## src/rtl/uart_pkg.sv

```systemverilog
// uart_pkg: shared constants for the UART transmit path.
// Sequencer state encoding and the default baud divisor.
package uart_pkg;

    localparam int CLKS_115200_50MHZ = 434;

    localparam logic [2:0] IDLE   = 3'd0;
    localparam logic [2:0] FETCH  = 3'd1;
    localparam logic [2:0] LOAD   = 3'd2;
    localparam logic [2:0] START  = 3'd3;
    localparam logic [2:0] DATA   = 3'd4;
    localparam logic [2:0] PARITY = 3'd5;
    localparam logic [2:0] STOP   = 3'd6;

endpackage

```

## src/rtl/uart_baud_gen.sv

```systemverilog
// uart_baud_gen: serial bit-period counter.
// bit_end marks the last clk of a bit, bit_pre_end the one before it.
module uart_baud_gen
    import uart_pkg::*;
#(
    parameter int CLKS_PER_BIT = CLKS_115200_50MHZ
) (
    input  logic clk,
    input  logic rst,
    input  logic clr,
    input  logic run,
    output logic bit_end,
    output logic bit_pre_end
);

    localparam int CW = $clog2(CLKS_PER_BIT);
    localparam logic [CW-1:0] LAST = CW'(CLKS_PER_BIT - 1);
    localparam logic [CW-1:0] PRE  = CW'(CLKS_PER_BIT - 2);

    logic [CW-1:0] cnt;

    // Count 0..CLKS_PER_BIT-1 while running, wrap, hold zero when cleared.
    always_ff @(posedge clk or posedge rst) begin
        if (rst) begin
            cnt <= '0;
        end else if (clr) begin
            cnt <= '0;
        end else if (run) begin
            cnt <= (cnt == LAST) ? '0 : cnt + CW'(1);
        end
    end

    assign bit_end     = run && (cnt == LAST);
    assign bit_pre_end = run && (cnt == PRE);

endmodule

```

## src/rtl/uart_tx_ctrl.sv

```systemverilog
// uart_tx_ctrl: pops bytes from the TX FIFO and serialises them onto tx.
// Define UART_TX_PARITY_EN to add an even parity bit after the data bits.
module uart_tx_ctrl
    import uart_pkg::*;
#(
    parameter int CLKS_PER_BIT = CLKS_115200_50MHZ,
    parameter int DATA_BITS    = 8,
    parameter int STOP_BITS    = 1
) (
    input  logic                 clk,
    input  logic                 rst,
    input  logic                 enable,
    input  logic                 fifo_empty,
    input  logic [DATA_BITS-1:0] fifo_rd_data,
    output logic                 fifo_rd_en,
    output logic                 tx,
    output logic                 busy,
    output logic                 tx_done
);

    localparam int BW = $clog2(DATA_BITS + 1);
    localparam logic [BW-1:0] DATA_LAST = BW'(DATA_BITS - 1);
    localparam logic [BW-1:0] STOP_LAST = BW'(STOP_BITS - 1);

    logic [2:0]           state;
    logic [BW-1:0]        bit_cnt;
    logic [DATA_BITS-1:0] shift_reg;
    logic [DATA_BITS-1:0] shift_nxt;
    logic                 run;
    logic                 bit_end;
    logic                 bit_pre_end;

`ifdef UART_TX_PARITY_EN
    logic parity_reg;

    // Even parity of the byte captured in LOAD.
    always_ff @(posedge clk or posedge rst) begin
        if (rst) begin
            parity_reg <= 1'b0;
        end else if (state == LOAD) begin
            parity_reg <= ^fifo_rd_data;
        end
    end

    assign run = (state == START) || (state == DATA) ||
                 (state == PARITY) || (state == STOP);
`else
    assign run = (state == START) || (state == DATA) ||
                 (state == STOP);
`endif

    assign shift_nxt = shift_reg >> 1;
    assign busy      = (state != IDLE);

    uart_baud_gen #(
        .CLKS_PER_BIT (CLKS_PER_BIT)
    ) u_baud (
        .clk         (clk),
        .rst         (rst),
        .clr         (~run),
        .run         (run),
        .bit_end     (bit_end),
        .bit_pre_end (bit_pre_end)
    );

    // Frame sequencer; tx_done is set one clk early so it lands on the
    // final stop-bit cycle as a registered pulse.
    always_ff @(posedge clk or posedge rst) begin
        if (rst) begin
            state      <= IDLE;
            tx         <= 1'b1;
            fifo_rd_en <= 1'b0;
            tx_done    <= 1'b0;
            bit_cnt    <= '0;
            shift_reg  <= '0;
        end else begin
            tx_done <= 1'b0;
            unique case (state)
                IDLE: begin
                    tx <= 1'b1;
                    if (enable && !fifo_empty) begin
                        fifo_rd_en <= 1'b1;
                        state      <= FETCH;
                    end
                end
                FETCH: begin
                    fifo_rd_en <= 1'b0;
                    state      <= LOAD;
                end
                LOAD: begin
                    shift_reg <= fifo_rd_data;
                    bit_cnt   <= '0;
                    tx        <= 1'b0;
                    state     <= START;
                end
                START: begin
                    if (bit_end) begin
                        tx    <= shift_reg[0];
                        state <= DATA;
                    end
                end
                DATA: begin
                    if (bit_end) begin
                        if (bit_cnt == DATA_LAST) begin
                            bit_cnt <= '0;
`ifdef UART_TX_PARITY_EN
                            tx      <= parity_reg;
                            state   <= PARITY;
`else
                            tx      <= 1'b1;
                            state   <= STOP;
`endif
                        end else begin
                            shift_reg <= shift_nxt;
                            tx        <= shift_nxt[0];
                            bit_cnt   <= bit_cnt + BW'(1);
                        end
                    end
                end
`ifdef UART_TX_PARITY_EN
                PARITY: begin
                    if (bit_end) begin
                        tx    <= 1'b1;
                        state <= STOP;
                    end
                end
`endif
                STOP: begin
                    if (bit_pre_end && bit_cnt == STOP_LAST) begin
                        tx_done <= 1'b1;
                    end
                    if (bit_end) begin
                        if (bit_cnt == STOP_LAST) begin
                            bit_cnt <= '0;
                            state   <= IDLE;
                        end else begin
                            bit_cnt <= bit_cnt + BW'(1);
                        end
                    end
                end
                default: begin
                    tx         <= 1'b1;
                    fifo_rd_en <= 1'b0;
                    state      <= IDLE;
                end
            endcase
        end
    end

endmodule

```

## config.mk

```make
export PLATFORM = sky130hd
export DESIGN_NAME = uart_tx_ctrl
export DESIGN_NICKNAME = d
export VERILOG_FILES = /design/src/rtl/uart_pkg.sv /design/src/rtl/uart_baud_gen.sv /design/src/rtl/uart_tx_ctrl.sv
export SDC_FILE = /design/constraint.sdc
export NUM_CORES = 1
export LEC_CHECK = 0
export CELL_PAD_IN_SITES_DETAIL_PLACEMENT = 0
export CELL_PAD_IN_SITES_GLOBAL_PLACEMENT = 1
export CORE_MARGIN = 5
export CORE_UTILIZATION = 39
export DETAILED_ROUTE_END_ITERATION = 16
export GPL_ROUTABILITY_DRIVEN = 0
export PLACE_DENSITY = 0.84
export SLEW_MARGIN = 30
export SYNTH_ARGS = -nofsm -noshare
export SYNTH_HDL_FRONTEND = slang
export SYNTH_SLANG_ARGS = --single-unit
export TNS_END_PERCENT = 100
```

## constraint.sdc

```tcl
create_clock -name clk -period 1.7 [get_ports clk]
set_input_delay 0.34 -clock clk [delete_from_list [all_inputs] [get_ports clk]]
set_output_delay 0.34 -clock clk [all_outputs]
set_load 0.02 [all_outputs]
```

======== After elaboration in Yosys (flattened, before gate mapping) ========
Cells that the tools add are included.
word-level totals
  bits of input ports ..................... 12
  bits in registers ....................... 27
operators by class
  $add $sub $neg .......................... 2
  muxes and demuxes ....................... 25
  bitwise logic cells ..................... 2
  equal/unequal tests ..................... 15
  reductions and logical operators ........ 19
operator list
  cell                                                  count
  equality test 9 bit (second input constant)           2
  2-to-1 mux 3 bit                                      6
  2-to-1 mux 9 bit                                      2
  one-hot mux 3 bit (6 select lines)                    1
  2-to-1 mux 4 bit                                      4
  2-to-1 mux 8 bit                                      2
  one-hot mux 8 bit (2 select lines)                    1
  one-hot mux 4 bit (3 select lines)                    1
  != test 2 bit (second input constant)                 5
  adder 9 x 1 -> 9 bit (second input constant)          1
  AND reduction 3 bit                                   3
  equality test 3 x 2 -> 1 bit (second input constant)  2
  equality test 3 bit (second input constant)           2
  2-to-1 mux 1 bit                                      6
  AND reduction 6 bit                                   1
  nonzero test 3 bit                                    2
  adder 4 x 1 -> 4 bit (second input constant)          1
  equality test 4 x 3 -> 1 bit (second input constant)  1
  logical AND 1 bit                                     4
  zero test 4 bit                                       1
  != test 2 x 1 -> 1 bit (second input constant)        2
  one-hot mux 1 bit (4 select lines)                    1
  OR reduction 4 bit                                    1
  equality test 3 x 1 -> 1 bit (second input constant)  1
  8 further kinds                                       10

======== Longest topological paths before layout ========
Gate-level depths: netlist of the first run.
  depth after elaboration ................. 7
  depth in mapped cells ................... 8
  mapped depth without buffers ............ 6

======== Cells and area by module ========
Synthesis of the first run repeated with hierarchy kept, for this count alone.
unflattened totals
  cell total of the unflattened synthesis .. 171
  area total of the unflattened synthesis .. 1579.0 µm²
modules (own cells, without submodules)
  module         seq. area each (µm²)  area each (µm²)  times used  cells each
  uart_tx_ctrl   451.7                 1039.7           1           111
  uart_baud_gen  225.2                 539.3            1           60

======== Least setup slack after synthesis of the first run ========
Ideal clock, no wire load.
  path kind ............................... register to register
  start point ............................. register u_baud.cnt[0]
  end point ............................... register shift_reg[0]
  cell stages (with the launch flop) ...... 8
  buffers on the path ..................... 2
  path slack .............................. -0.096 ns
  arrival time ............................ 1.671 ns
  setup time .............................. 0.125 ns
  cells stage by stage .................... dfrtp_1 -> ha_1 -> and4bb_4 -> and2_4 -> buf_6 -> a31o_1 -> buf_6 -> mux2_4
on the way
  longest elaborated chain between the ends .. 4
ends and longest elaborated chain
  element                               line                 RTL
  start: declaration                    uart_baud_gen.sv:20  logic [CW-1:0] cnt;
  start signal: assignment              uart_baud_gen.sv:29  cnt <= (cnt == LAST) ? '0 : cnt + CW'(1);
  equality test 9 bit                   uart_baud_gen.sv:33  assign bit_end = run && (cnt == LAST);
  logical AND 1 bit                     uart_baud_gen.sv:33
  != test 2 bit (no source line)        --
  AND reduction 3 bit (no source line)  --
  end signal: assignment                uart_tx_ctrl.sv:91   shift_reg <= fifo_rd_data;
  end signal: assignment                uart_tx_ctrl.sv:114  shift_reg <= shift_nxt;
  end: declaration                      uart_tx_ctrl.sv:27   logic [DATA_BITS-1:0] shift_reg;
No other way between the ends.
A chain may end at the register's enable or synchronous reset.

======== Worst setup path in the final report of the first run ========
  start point ............................. register u_baud.cnt[1]
  end point ............................... register shift_reg[4]
Same word-level chain as after synthesis.

==> impl_metrics.env, run 1 <==
export IMPL_status="finished, violations left"
export IMPL_violations="setup timing"
export IMPL_grt_overflow_total=0
export IMPL_postSynthAreaPerCell_um2=10.4
export IMPL_timing_rr_start="u_baud.cnt[1]"
export IMPL_die_x_um=72.8
export IMPL_timing_final_crit_share=1.00
export IMPL_cts_root_buf="clkbuf_8"
export IMPL_hold_class="input pin to asynchronous set/reset pin"
export IMPL_worst_skew_pair_late_latency_ps=270
export IMPL_layout_commonest_cell="buf_4"
export IMPL_cts_sinks=27
export IMPL_async_flop_share=1.00
export IMPL_rows=22
export IMPL_diodes=0
export IMPL_cts_made_buffers=3
export IMPL_drt_vias_per_instance=5.15
export IMPL_finalSetupViolCount=2
export IMPL_ys_types=44
export IMPL_crit_path_end_kind="register"
export IMPL_cp_max_fo=8
export IMPL_ys_warn_count=0
export IMPL_grt_pass1_vias=1350
export IMPL_drt_iter0_markers=62
export IMPL_tightest_slew_ps=338
export IMPL_final_nets=211
export IMPL_die_area_mm2=0.00531
export IMPL_timing_setup_critical_path_class="register to register"
export IMPL_start_util=0.411
export IMPL_worstSetupStartpointType="register"
export IMPL_wl_per_cell_um=14.1
export IMPL_largest_register_ffs=9
export IMPL_clock_path_buffers=2
export IMPL_syn_area_mm2=0.00154
export IMPL_cpPeakStageDelay_ps=400
export IMPL_die_h_um=72.8
export IMPL_wl_mm=3.40
export IMPL_ios=16
export IMPL_grt_max_degree=28
export IMPL_fin_crit_ps=1700
export IMPL_rsz0062_at_grt="true"
export IMPL_fin_util=0.542
export IMPL_synth_cells=148
export IMPL_reg2reg_to="shift_reg[4]"
export IMPL_synth_flop_cell="dfrtp_1"
export IMPL_rrSetupSlack_ps=-3
export IMPL_timing_fmax_mhz=587
export IMPL_clkSlewWorstSetupHoldPaths_ps=90
export IMPL_whs_ps=423
export IMPL_ys_seq_area_frac=0.439
export IMPL_dp_slack_ps=-35.7
export IMPL_ff2ff_path_depth=7
export IMPL_synth_edf_count=0
export IMPL_cts_tree="built"
export IMPL_crit_path_cell_trace="inv_2, ha_4, and4bb_4, and2_4, a31o_1, buf_12, mux2_4"
export IMPL_finalWorstSetupSlack_ps=-3.11
export IMPL_htreeDepth=1
export IMPL_fin_skew_ps=2.25
export IMPL_core_area_mm2=0.00374
export IMPL_required_ps=1860
export IMPL_ir_drop_mv=0.330
export IMPL_synth_fp_nets=165
export IMPL_io_buffers=15
export IMPL_hold_buffers=0
export IMPL_synth_seq_cells=27
export IMPL_power_mw=1.09
export IMPL_grt_pass1_wl_mm=6.20
export IMPL_vias=1242
export IMPL_drive_above_1_share=0.332
export IMPL_p_per_area_mw_per_mm2=536
export IMPL_crit_slowest_cell="dfrtp_1"
export IMPL_syn_to_final_growth_pct=31.8
export IMPL_antenna_found_initial=0
export IMPL_relSlewSlack=0.775
export IMPL_p_leak_nw=0.925
export IMPL_finalHoldViolations=0
export IMPL_slew_violations=0
export IMPL_dr_pass1_iters=4
export IMPL_ant_nets=0
export IMPL_grt_usage=0.146
export IMPL_arrival_ps=1870
export IMPL_max_cap_violations=0
export IMPL_final_cell_mix="buf_4 (30), dfrtp_1 (24), nor2_1 (16)"
export IMPL_drcViolationCount=0
export IMPL_post_dp_hpwl_mm=2.60
report_power, final:
| part | total [mW] | switching, mW | internal [mW] |
|---|---|---|---|
| Combinational | 0.0628 | 0.0210 | 0.0418 |
| Sequential | 0.658 | 0.00629 | 0.651 |
| Clock | 0.367 | 0.203 | 0.164 |
worst max path at each step:
stage,to,from,depth (start not counted)
2_1_floorplan,shift_reg[0],u_baud.cnt[1],8
3_3_place_gp,shift_reg[0],u_baud.cnt[1],7
3_5_place_dp,shift_reg[0],u_baud.cnt[1],7
4_1_cts,shift_reg[4],u_baud.cnt[1],7
5_1_grt,bit_cnt[3],u_baud.cnt[1],6
6_report,shift_reg[4],u_baud.cnt[1],7
layer usage:
| layer | part of all wire | up-vias | wire (um) | global-route usage |
|---|---|---|---|---|
| met2 | 0.50 | 27 | 1690 | 0.240 |
| met5 | 0 | - | 0 | 0 |
| met1 | 0.47 | 597 | 1590 | 0.198 |
| met3 | 0.031 | 2 | 106 | 0.0193 |
| met4 | 0.0050 | 0 | 17 | 0.0451 |
| li1 | - | 616 | - | - |
stage by stage:
| stage | setup TNS (ps) | cells | instance area (um2) |
|---|---|---|---|
| floorplan | -651 | 148 | 1540 |
| global placement | 0 | 232 | 1930 |
| detailed placement | -211 | 232 | 1930 |
| CTS | -11.2 | 238 | 2000 |
| global route | -460 | 241 | 2030 |
| finish | -4.73 | 241 | 2030 |
timing repair:
action	4_1_cts	5_1_grt
buffers inserted	2	3
endpoints found under the setup margin	10	13
pin swaps	1	2
resized for setup	5	4
worst max-delay path: cells and delay by family (launching register included):
kind	cells	cell delay, ps
flops	1	400
simple gates	2	380
mux	1	300
buf+inv	2	220
compound gates	1	180
fa+ha+maj	1	110
Yosys cell counts, types with 2 or more instances:
master     n  share of area
o211ai_1   2         0.0097
nand4_1    2         0.0081
dfrtp_1   26           0.42
a21oi_1    2         0.0065
mux2_2     7          0.051
buf_6      2          0.015
o21ai_0    7          0.023
nand3b_1   2         0.0097
o31ai_1    2         0.0097
inv_1      9          0.022
mux2_4     7          0.068
clkbuf_1   2         0.0049
nor2_1    16          0.039
xnor2_1    5          0.028
xor2_1     2          0.011
nor2b_1    2         0.0081
a31oi_1    3          0.012
nand3_1   10          0.032
nand2_1    9          0.022
ha_1       5          0.041
nor3_1     2         0.0065
and3_1     2         0.0081
area by class of cell:
cell class,instances,area [um2]
inverter,10,37.5
tap,48,60.1
fill,341,1710
multi-input combinational,106,813
sequential,27,679
clock inverter,1,5.00
clock buffer,3,41.3
timing repair buffer,46,393
cell families after synthesis:
family                     share of synthesized area
AOI/OAI and AO/OA                              0.107
xor gates and xnor gates                      0.0398
adders and majority gates                     0.0406
buffers and inverters                         0.0471
DFF                                            0.439
muxes                                          0.126
and+or+nand+nor                                0.200
Note: power is estimated with default switching activity, not from simulation.
==> inputs of run 2 (changes only) <==
- GPL_ROUTABILITY_DRIVEN: 0 -> not set
- TNS_END_PERCENT: 100 -> not set
==> results of run 2 <==
No change in the layout: final DEF, timing and power equal those of run 1.
